[config.mk]
export PLATFORM = sky130hd
export DESIGN_NAME = combo_lock_seq
export DESIGN_NICKNAME = d
export VERILOG_FILES = /design/src/rtl/combo_lock_seq.sv
export SDC_FILE = /design/constraint.sdc
export NUM_CORES = 1
export LEC_CHECK = 0
export ABC_AREA = 1
export BUFFER_PORTS_ARGS = -buffer_cell sky130_fd_sc_hd__buf_2
export CAP_MARGIN = 30
export CORE_ASPECT_RATIO = 1.2
export CORE_MARGIN = 8
export CORE_UTILIZATION = 40
export DETAILED_ROUTE_END_ITERATION = 10
export GPL_ROUTABILITY_DRIVEN = 0
export MAX_ROUTING_LAYER = met4
export PLACE_DENSITY = 0.71
export SETUP_SLACK_MARGIN = 0.02
export SKIP_CTS_REPAIR_TIMING = 1
export SLEW_MARGIN = 10
export SYNTH_ARGS = -nofsm -noshare
export SYNTH_HDL_FRONTEND = slang
export SYNTH_SLANG_ARGS = --single-unit
export TNS_END_PERCENT = 10
[constraint.sdc]
create_clock -name CLK -period 1.7 [get_ports CLK]
set_input_delay 0.34 -clock CLK [delete_from_list [all_inputs] [get_ports CLK]]
set_output_delay 0.34 -clock CLK [all_outputs]
set_load 0.05 [all_outputs]
[src/rtl/combo_lock_seq.sv]
// combo_lock_seq: parametrised sequential combination lock.
// A SEQ_LEN-digit code is entered one CODE_W-bit digit per enter strobe,
// most significant digit first. Consecutive failures lead to a timed lockout.
// Optional feature macro: COMBO_LOCK_PROG_EN (re-program combination while open).
module combo_lock_seq #(
  parameter int CODE_W = 4,
  parameter int SEQ_LEN = 4,
  parameter logic [CODE_W*SEQ_LEN-1:0] DEFAULT_CODE = 16'h1234,
  parameter int MAX_TRIES = 3,
  parameter int OPEN_CYC = 8,
  parameter int LOCKOUT_CYC = 16
) (
  input  logic                         CLK,
  input  logic                         RST,
  input  logic [CODE_W-1:0]            code,
  input  logic                         enter,
  input  logic                         prog,
  output logic                         unlocked,
  output logic                         error,
  output logic                         locked_out,
  output logic                         prog_mode,
  output logic [$clog2(SEQ_LEN+1)-1:0] digit_cnt
);

  localparam int CNT_W = $clog2(SEQ_LEN + 1);
  localparam int FAIL_W = $clog2(MAX_TRIES + 1);
  localparam int TMR_MAX = (OPEN_CYC > LOCKOUT_CYC) ? OPEN_CYC : LOCKOUT_CYC;
  localparam int TMR_W = $clog2(TMR_MAX + 1);
  localparam logic [CNT_W-1:0] LAST_DIGIT = CNT_W'(SEQ_LEN - 1);
  localparam logic [FAIL_W-1:0] FAIL_LIMIT = FAIL_W'(MAX_TRIES);
  localparam logic [TMR_W-1:0] OPEN_LOAD = TMR_W'(OPEN_CYC - 1);
  localparam logic [TMR_W-1:0] LOCK_LOAD = TMR_W'(LOCKOUT_CYC - 1);

  typedef enum logic [2:0] {
    ST_IDLE    = 3'd0,
    ST_OPEN    = 3'd1,
    ST_FAIL    = 3'd2,
    ST_LOCKOUT = 3'd3,
    ST_PROG    = 3'd4
  } state_t;

  state_t                    state, state_n;
  logic [CNT_W-1:0]          cnt_n;
  logic                      mismatch, mismatch_n;
  logic [FAIL_W-1:0]         fail_cnt, fail_n, fail_inc;
  logic [TMR_W-1:0]          timer, timer_n;
  logic [CODE_W-1:0]         exp_digit;
  logic [CODE_W*SEQ_LEN-1:0] combo;

`ifdef COMBO_LOCK_PROG_EN
  logic [CODE_W*SEQ_LEN-1:0] combo_n;
`else
  logic unused_prog;
  assign unused_prog = prog;
  assign combo = DEFAULT_CODE;
`endif

  // Next-state and datapath updates; timers count down from N-1 and exit at 0
  always_comb begin
    state_n    = state;
    cnt_n      = digit_cnt;
    mismatch_n = mismatch;
    fail_n     = fail_cnt;
    timer_n    = timer;
    exp_digit  = '0;
    fail_inc   = (fail_cnt >= FAIL_LIMIT) ? fail_cnt : fail_cnt + 1'b1;
`ifdef COMBO_LOCK_PROG_EN
    combo_n    = combo;
`endif
    for (int i = 0; i < SEQ_LEN; i++) begin
      if (digit_cnt == CNT_W'(i)) begin
        exp_digit = combo[(SEQ_LEN-1-i)*CODE_W +: CODE_W];
      end
    end
    case (state)
      ST_IDLE: begin
        if (enter) begin
          if (digit_cnt == LAST_DIGIT) begin
            cnt_n      = '0;
            mismatch_n = 1'b0;
            if (mismatch || (code != exp_digit)) begin
              state_n = ST_FAIL;
            end else begin
              state_n = ST_OPEN;
              timer_n = OPEN_LOAD;
              fail_n  = '0;
            end
          end else begin
            cnt_n      = digit_cnt + 1'b1;
            mismatch_n = mismatch | (code != exp_digit);
          end
        end
      end
      ST_OPEN: begin
`ifdef COMBO_LOCK_PROG_EN
        if (prog) begin
          state_n = ST_PROG;
          cnt_n   = '0;
        end else if (timer == '0) begin
          state_n = ST_IDLE;
        end else begin
          timer_n = timer - 1'b1;
        end
`else
        if (timer == '0) begin
          state_n = ST_IDLE;
        end else begin
          timer_n = timer - 1'b1;
        end
`endif
      end
      ST_FAIL: begin
        fail_n = fail_inc;
        if (fail_inc == FAIL_LIMIT) begin
          state_n = ST_LOCKOUT;
          timer_n = LOCK_LOAD;
        end else begin
          state_n = ST_IDLE;
        end
      end
      ST_LOCKOUT: begin
        if (timer == '0) begin
          state_n = ST_IDLE;
          fail_n  = '0;
        end else begin
          timer_n = timer - 1'b1;
        end
      end
      ST_PROG: begin
`ifdef COMBO_LOCK_PROG_EN
        if (enter) begin
          for (int i = 0; i < SEQ_LEN; i++) begin
            if (digit_cnt == CNT_W'(i)) begin
              combo_n[(SEQ_LEN-1-i)*CODE_W +: CODE_W] = code;
            end
          end
          if (digit_cnt == LAST_DIGIT) begin
            cnt_n   = '0;
            state_n = ST_IDLE;
          end else begin
            cnt_n = digit_cnt + 1'b1;
          end
        end
`else
        state_n = ST_IDLE;
`endif
      end
      default: begin
        state_n = ST_IDLE;
        cnt_n   = '0;
      end
    endcase
  end

  // State, counters and registered outputs; reset also restores the default combination
  always_ff @(posedge CLK) begin
    if (RST) begin
      state      <= ST_IDLE;
      digit_cnt  <= '0;
      mismatch   <= 1'b0;
      fail_cnt   <= '0;
      timer      <= '0;
      unlocked   <= 1'b0;
      error      <= 1'b0;
      locked_out <= 1'b0;
      prog_mode  <= 1'b0;
    end else begin
      state      <= state_n;
      digit_cnt  <= cnt_n;
      mismatch   <= mismatch_n;
      fail_cnt   <= fail_n;
      timer      <= timer_n;
      unlocked   <= (state_n == ST_OPEN);
      error      <= (state_n == ST_FAIL);
      locked_out <= (state_n == ST_LOCKOUT);
      prog_mode  <= (state_n == ST_PROG);
    end
  end

`ifdef COMBO_LOCK_PROG_EN
  // Programmable combination storage
  always_ff @(posedge CLK) begin
    if (RST) begin
      combo <= DEFAULT_CODE;
    end else begin
      combo <= combo_n;
    end
  end
`endif

endmodule

==> results, run 1 <==
- The flow ran to the end, and the final reports show no timing, DRC or antenna violations.
- Synthesis produced around 140 cells.
- The combined area of all synthesized cells is between 900 and 1000 sq um.
- At the later pin of the worst-skew pair, clock insertion delay measures between 0.2 and 0.3 ns.
- The x dimension of the die is approximately 61 um.
- In this run the tool buffered the top-level ports with 13 buffer cells.
- The worst setup path is launched from a register.
- The clock tree skew after final layout is around 0.0035 ns.
- The launch point of the worst hold path is RST.
- In this run, CTS created clock tree buffers numbering 3.
- The share of total power dissipated in the clock network is 0.340.
- The number of cells on the worst reg-to-reg path is 10.
- The critical path in this run is classified as reg2reg.
- After routing, the total negative slack on setup checks comes to 0 ns.
- The total internal power is 0.5832 mW.
- The arrival time at the worst endpoint is 1.71 ns.
- The depth of the CTS H-tree is 1.
- For this design the total switching power over the nets is approximately 0.19 mW.
- STA puts the critical path data required time at between 1.5 and 2 ns.
- The final-report hold violation count is 0.
- The combinational group share of total power is 0.098.
- The total DRC errors in the routed layout is 0.
- The largest net degree at the start of global routing is 15.
- The final global-route overflow total is 0.
- Relative to the synthesized area, the layout overhead comes to 15.84%.
- Across the run, the number of max-cap violations was 0.
- In this run the core area contains 19 standard-cell rows.
- In the global route stage, overall resource usage came out at 0.08401.
- Synthesis inferred 18 register bits.
- The capture instance of the worst register-to-register path is timer[3].
- The share of total power dissipated in sequential elements is 0.562.
- The number of detailed-route iterations in the first pass is 4.
- The peak supply drop is ~0.44 mV.
- The floorplan step set the die height to 69.76 um.
- Static timing analysis puts the maximum clock frequency at about 0.66 GHz.
- The via count of the first global-routing pass is 763.
- The final critical path time including I/O delays and setup is 1.526 ns.
- For this run, the number of Yosys warnings is 0.
- The clock net sink count is 18.
- The worst hold path passes through 2 cells.
- Setup repair after global routing left no endpoint under its margin.
- The net switching share of the total power is 0.2459.
- Setup violations remaining at the end of the flow were counted as 0.
- Summed over all cells, the static leakage comes to about 0.54 nW.
- 0 antenna diodes ended up in the layout.
- In this run, the number of DRC markers left after iteration 0 of detailed routing was 35.
- The class of the worst hold path is in2reg.
- The area of the core region is between 2000 and 2500 sq um.
- The first-pass GRT wire length is around 2800 um.
- In this run the count of I/O pins placed on the die edge is 15.
- The maximum fanout along the worst path is 7.
- The HPWL after detailed placement is approximately 1400 um.
- The detailed router placed approximately 860 vias in this run.
- The power density over the cells is about 700 nW/um^2.
- The number of pins exceeding their max-slew limit in the final report was 0.
- The starting utilization of the core area is 0.4221.
- The flop-to-flop setup slack is about 0.17 ns.
- In the finished design, the share of the clock period the worst path needs comes to 0.8979.
- The synthesized area per cell is between 6 and 7 sq um.
- The startpoint identified for the worst register-to-register timing path is digit_cnt[0].
- The clock slew seen by the registers of the worst setup and hold paths is approximately 0.1 ns.
- The total power is about 0.77 mW.
- The sequential fraction of the synthesis area is 0.3740.
- The number of buffers on the longest clock path is 2.
- The count of nets left with antenna violations once routing finished came out at 0.
- The synthesized netlist contains 22 unique library cells.
- The routed via count divided by cell count is about 4.6.
- The destination of the worst hold path is locked_out.
- The number of nets in the finished design is ~170.
- In the final layout, the share of cells above drive strength 1 is 0.2065.
- The initial antenna violation count is 0.
- The area enclosed by the die boundary is approximately 4200 sq um.
- The final layout contains routed wiring with a total length of 1823 um.
- The TritonCTS clock tree is done.
- STA classifies the critical path endpoint as a register.
- Measured on the finished design, the core utilization comes to 0.4890.
- The routed wirelength normalized by instance count is a little under 10 um.
- The root cell of the clock tree is sky130_fd_sc_hd__clkbuf_4.
-- cell usage after synthesis --
| library cell | count | area (sq um) |
|---|---|---|
| sky130_fd_sc_hd__nand2_1 | 33 | 123.9 |
| sky130_fd_sc_hd__inv_1 | 26 | 97.59 |
| sky130_fd_sc_hd__dfxtp_1 | 18 | 360.4 |
| sky130_fd_sc_hd__a21oi_1 | 11 | 55.05 |
| sky130_fd_sc_hd__nor2_1 | 11 | 41.29 |
| sky130_fd_sc_hd__nand3_1 | 10 | 50.05 |
| sky130_fd_sc_hd__ha_1 | 5 | 62.56 |
| sky130_fd_sc_hd__o21ai_0 | 4 | 20.02 |
| sky130_fd_sc_hd__nand2_2 | 3 | 18.77 |
| sky130_fd_sc_hd__nand3_2 | 2 | 20.02 |
| sky130_fd_sc_hd__nor2_2 | 2 | 12.51 |
| sky130_fd_sc_hd__nor3_1 | 2 | 10.01 |
| sky130_fd_sc_hd__xor2_1 | 2 | 17.52 |
| sky130_fd_sc_hd__a2111oi_0 | 1 | 8.760 |
| sky130_fd_sc_hd__a31oi_2 | 1 | 12.51 |
| sky130_fd_sc_hd__clkbuf_1 | 1 | 3.750 |
| sky130_fd_sc_hd__conb_1 | 1 | 3.750 |
| sky130_fd_sc_hd__inv_2 | 1 | 3.750 |
| sky130_fd_sc_hd__nand2_4 | 1 | 11.26 |
| sky130_fd_sc_hd__nand4_1 | 1 | 6.260 |
| sky130_fd_sc_hd__nor3_4 | 1 | 16.27 |
| sky130_fd_sc_hd__o211ai_1 | 1 | 7.510 |
-- metal layers --
metal | wire, um | global-route usage
met1 | 789 | 0.08820
met2 | 893 | 0.1472
met3 | 117 | 0.02041
met4 | 22 | 0.02338
met5 | 0 | -
-- power by group through the flow --
stage	combinational, mW	clock (mW)	sequential (mW)
4_1_cts	0.0756	0.271	0.435
6_report	0.0758	0.263	0.435
2_1_floorplan	0.0428	0	0.457
3_5_place_dp	0.0751	0	0.445
5_1_grt	0.0840	0.284	0.436
3_3_place_gp	0.0736	0	0.445
-- sequential cells by signal, summed over array words and instances (netlist names) --
signal / flops
state: 3
prog_mode: 1
timer: 5
error: 1
mismatch: 1
unlocked: 1
locked_out: 1
fail_cnt: 2
digit_cnt: 3
-- layout make-up --
type / instances / area, sq um
fillers: 244 / 1166
multi-input cells: 93 / 509.2
flip-flops and latches: 18 / 365.4
inverters: 27 / 101.3
repair buffers: 13 / 65.06
well taps: 31 / 38.79
clock buffers: 4 / 36.28
-- worst max-delay path by stage --
stage / from / end / slack, ns / depth (start not counted)
after floorplan: digit_cnt[0] / timer[3] / 0.06 / 12
after global placement: digit_cnt[0] / timer[3] / 0.15 / 11
after detailed placement: digit_cnt[0] / timer[0] / 0.11 / 11
after CTS: digit_cnt[0] / fail_cnt[1] / 0.09 / 11
after global routing: digit_cnt[1] / fail_cnt[1] / 0.02 / 13
final: digit_cnt[0] / timer[3] / 0.17 / 10
-- metrics by stage --
stage / setup WS (ns) / hold WS [ns] / cell area (sq um) / instances
floorplan: 0.06466 / 0.4091 / 969.7 / 139
global placement: 0.1452 / 0.4488 / 1070 / 182
detailed placement: 0.1117 / 0.4536 / 1070 / 182
CTS: 0.09018 / 0.3821 / 1106 / 186
global route: 0.02302 / 0.3941 / 1116 / 186
finish: 0.1735 / 0.3826 / 1116 / 186
-- critical path: stages (launching register included) --
cell,delay (ns)
sky130_fd_sc_hd__dfxtp_4,0.38
sky130_fd_sc_hd__ha_2,0.25
sky130_fd_sc_hd__nand2_2,0.10
sky130_fd_sc_hd__nand2_1,0.08
sky130_fd_sc_hd__nand3_2,0.06
sky130_fd_sc_hd__nor2_2,0.14
sky130_fd_sc_hd__nand3_2,0.09
sky130_fd_sc_hd__nand2_4,0.10
sky130_fd_sc_hd__nand2_2,0.08
sky130_fd_sc_hd__nand2_1,0.07
sky130_fd_sc_hd__a21oi_1,0.05
-- cells by family after synthesis --
| group | count (synthesis) | synth area share |
|---|---|---|
| AO/OA/AOI/OAI | 18 | 0.1078 |
| flip-flops | 18 | 0.3740 |
| adder cells (fa/ha/maj) | 5 | 0.06494 |
| other | 1 | 0.003892 |
| buffers and inverters | 28 | 0.1091 |
| XOR/XNOR | 2 | 0.01819 |
| AND/OR/NAND/NOR | 66 | 0.3221 |
-- cells in the final DEF (no fill, tap or decap), drive strengths merged --
cell type  count
a21oi         11
nor3           3
buf           13
nand2         37
conb           2
inv           27
a2111oi        1
a31oi          1
o211ai         1
nand4          1
xor2           2
o21ai          4
dfxtp         18
nor2          13
nand3         12
clkbuf         4
ha             5
(Power assumes the default switching activity.)
==> inputs of run 2 (changes only) <==
--- a/config.mk
+++ b/config.mk
@@ -11,6 +11,7 @@
 export CORE_ASPECT_RATIO = 1.2
 export CORE_MARGIN = 8
 export CORE_UTILIZATION = 40
+export CTS_BUF_LIST = sky130_fd_sc_hd__clkbuf_16
 export DETAILED_ROUTE_END_ITERATION = 10
 export GPL_ROUTABILITY_DRIVEN = 0
 export MAX_ROUTING_LAYER = met4
==> results, run 2 (synthesis gave the netlist of run 1 again) <==
- Outcome: complete, no violations (unchanged).
- The number of detailed-route iterations in the first pass is 4 (unchanged).
- The source of the critical timing path is digit_cnt[0] (unchanged).
- RSZ-0062 raised after global routing: no (unchanged).
- The number of pins exceeding their max-slew limit in the final report is 0 (unchanged).
- The floorplan row count is 19 (unchanged).
- The initial antenna violation count was 0 (unchanged).
- The launch point of the worst hold path is RST (unchanged).
- The routed via count divided by cell count is 4.629 (was 4.640).
- The flip-flop count of the largest register, all copies and words added is 5 (unchanged).
- The area occupied by registers is 365.4 sq um (unchanged).
- The number of nets in the finished design came to 169 (unchanged).
- The leakage dissipation is 0.5616 nW (was 0.5440 nW).
- The worst setup path endpoint is timer[3] (unchanged).
- The number of cells after detailed placement was 182 (unchanged).
- The root cell of the clock tree is sky130_fd_sc_hd__clkbuf_16 (was sky130_fd_sc_hd__clkbuf_4).
- The total of endpoints with negative setup slack in the final report was 0 (unchanged).
- The fraction of layout instances using a drive strength above 1 is 0.1935 (was 0.2065).
- The startpoint class of the critical path is a register (unchanged).
- The origin of the critical flop-to-flop path was digit_cnt[0] (unchanged).
- The final-report hold violation count is 0 (unchanged).
- The flop-to-flop setup slack came to 0.17 ns (about the same).
- The largest register by flop count is timer (unchanged).
- The number of diodes is 0 (unchanged).
- The share of the clock period used by the worst path is 0.8985 (was 0.8979).
- The required time at the endpoint of the critical path was 1.83 ns (was 1.89 ns).
- The area enclosed by the die boundary was 4241 sq um (unchanged).
- The total power was 0.9764 mW (was 0.7733 mW).
- The kind of critical path was reg2reg (unchanged).
- The routed wirelength normalized by instance count is 9.812 um (was 9.801 um).
- The starting utilization of the core area came to 0.4221 (unchanged).
- The area growth from synthesis to layout is 20.26% (was 15.84%).
- The final non-filler cell area is 1159 sq um (was 1116 sq um).
- The via count of the first global-routing pass is 798 (was 763).
- The clock net sink count is 18 (unchanged).
- The category of the worst setup path capture point is a register (unchanged).
- The die outline height is 69.76 um (unchanged).
- The clock tree skew after final layout was 0.002420 ns (was 0.003482 ns).
- The commonest non-fill, non-tap cell in the layout is sky130_fd_sc_hd__nand2_1 (unchanged).
- The largest net degree at the start of global routing is 15 (unchanged).
- The first-pass GRT wire length is 2973 um (was 2842 um).
- The instance area at placement is 1070 sq um (unchanged).
- The final cell utilization of the core came to 0.5077 (was 0.4890).
- The area taken by multi-input logic gates is 509.2 sq um (unchanged).
- The power density over the cells was 842.7 nW/um^2 (was 692.9 nW/um^2).
- The final global-route overflow total is 0 (unchanged).
- The HPWL after detailed placement is 1404 um (unchanged).
- The final critical path time including I/O delays and setup is 1.527 ns (was 1.526 ns).
- The final antenna-violating net count is 0 (unchanged).
- The capture instance of the worst register-to-register path is timer[3] (unchanged).
- The count of port buffers added during placement is 13 (unchanged).
- The total DRC errors in the routed layout is 0 (unchanged).
- The peak supply drop is 0.6843 mV (was 0.4450 mV).
- The maximum fanout along the worst path was 7 (unchanged).
- The TritonCTS clock tree is done (unchanged).
- The global-route usage over all layers came to 0.09027 (was 0.08401).
- The routed wire length is 1825 um (was 1823 um).
- The x dimension of the die is 60.80 um (unchanged).
- The arrival time at the worst endpoint is 1.65 ns (was 1.71 ns).
- The final sum of negative setup slack is 0 ns (unchanged).
- The count of boundary I/O pins was 15 (unchanged).
- The fmax is 0.6547 GHz (was 0.6551 GHz).
- The total of max-cap violations came to 0 (unchanged).
- The number of CTS-inserted buffers came to 3 (unchanged).
- The clock insertion delay at the later pin of the skew report is 0.25 ns (was 0.29 ns).
- The depth of the worst register-to-register path is 12 (was 10).
- The depth of the CTS H-tree was 1 (unchanged).
- The number of DRC violations after detailed-routing iteration 0 was 48 (was 35).
- The area of the core region is 2282 sq um (unchanged).
- Top Registers: timer (5), digit_cnt (3), state (3) (unchanged).
- The number of fillers in the final layout is 236 (was 244).
- The number of buffers on the longest clock path came to 2 (unchanged).
- The clock slew seen by the registers of the worst setup and hold paths was 0.05 ns (was 0.10 ns).
- The class of the worst hold path is in2reg (unchanged).
- The detailed-route via count is 861 (was 863).
- Commonest cells after routing, fill and taps aside: 33 x sky130_fd_sc_hd__nand2_1, 26 x sky130_fd_sc_hd__inv_1, 16 x sky130_fd_sc_hd__dfxtp_1 (was 33 x sky130_fd_sc_hd__nand2_1, 25 x sky130_fd_sc_hd__inv_1, 16 x sky130_fd_sc_hd__dfxtp_1).
- The final cell count without fillers is 186 (unchanged).
## run 2: cell count changes in the layout (fill, tap and decap cells not counted)
cell | before | now
sky130_fd_sc_hd__clkbuf_16 | 0 | 3
sky130_fd_sc_hd__clkbuf_4 | 3 | 0
sky130_fd_sc_hd__clkbuf_8 | 1 | 0
sky130_fd_sc_hd__clkinv_1 | 0 | 1
sky130_fd_sc_hd__inv_1 | 25 | 26
sky130_fd_sc_hd__inv_2 | 2 | 1
## run 2: worst min-delay path by stage
stage	slack (ns)	end	depth (start not counted)
floorplan	0.41	timer[1]	1
global placement	0.45	timer[1]	2
detailed placement	0.45	timer[1]	2
CTS	0.43	locked_out	2
global route	0.45	locked_out	2
finish	0.43	locked_out	2
## run 2: final cells by class
type | count | share of cell area
Tap cell | 31 | 0.03348
Clock inverter | 1 | 0.003240
Sequential cell | 18 | 0.3153
Clock buffer | 3 | 0.06479
Inverter | 27 | 0.08747
Timing Repair Buffer | 13 | 0.05616
Multi-Input combinational cell | 93 | 0.4395
## run 2: per-layer routing
layer,GRT usage,routed length [um],vias to the layer above
met4,0.04675,41,0
li1,-,-,466
met3,0.02597,103,6
met1,0.09033,797,375
met2,0.1508,882,14
met5,-,0,-
## run 2: critical path: stages, from the launching register on
cell and delay, ns:
sky130_fd_sc_hd__dfxtp_4 0.36, sky130_fd_sc_hd__inv_1 0.07, sky130_fd_sc_hd__ha_1 0.19, sky130_fd_sc_hd__inv_1 0.07, sky130_fd_sc_hd__nand2_1 0.06, sky130_fd_sc_hd__nand3_1 0.07, sky130_fd_sc_hd__nand2_1 0.06, sky130_fd_sc_hd__nor2_2 0.11
sky130_fd_sc_hd__nand3_2 0.09, sky130_fd_sc_hd__nand2_4 0.10, sky130_fd_sc_hd__nand2_2 0.08, sky130_fd_sc_hd__nand2_1 0.07, sky130_fd_sc_hd__a21oi_1 0.05
## run 2: stage by stage
step	hold slack, ns	worst slack (ns)
3_3_place_gp	0.4488	0.1452
4_1_cts	0.4335	0.09983
3_5_place_dp	0.4536	0.1117
2_1_floorplan	0.4091	0.06466
6_report	0.4287	0.1726
5_1_grt	0.4481	0.02989
## run 2: report_power, final
| part | total, mW | internal (mW) | switching, mW |
|---|---|---|---|
| registers | 0.435 | 0.429 | 0.00641 |
| clock network | 0.466 | 0.312 | 0.153 |
| logic | 0.0755 | 0.0246 | 0.0509 |
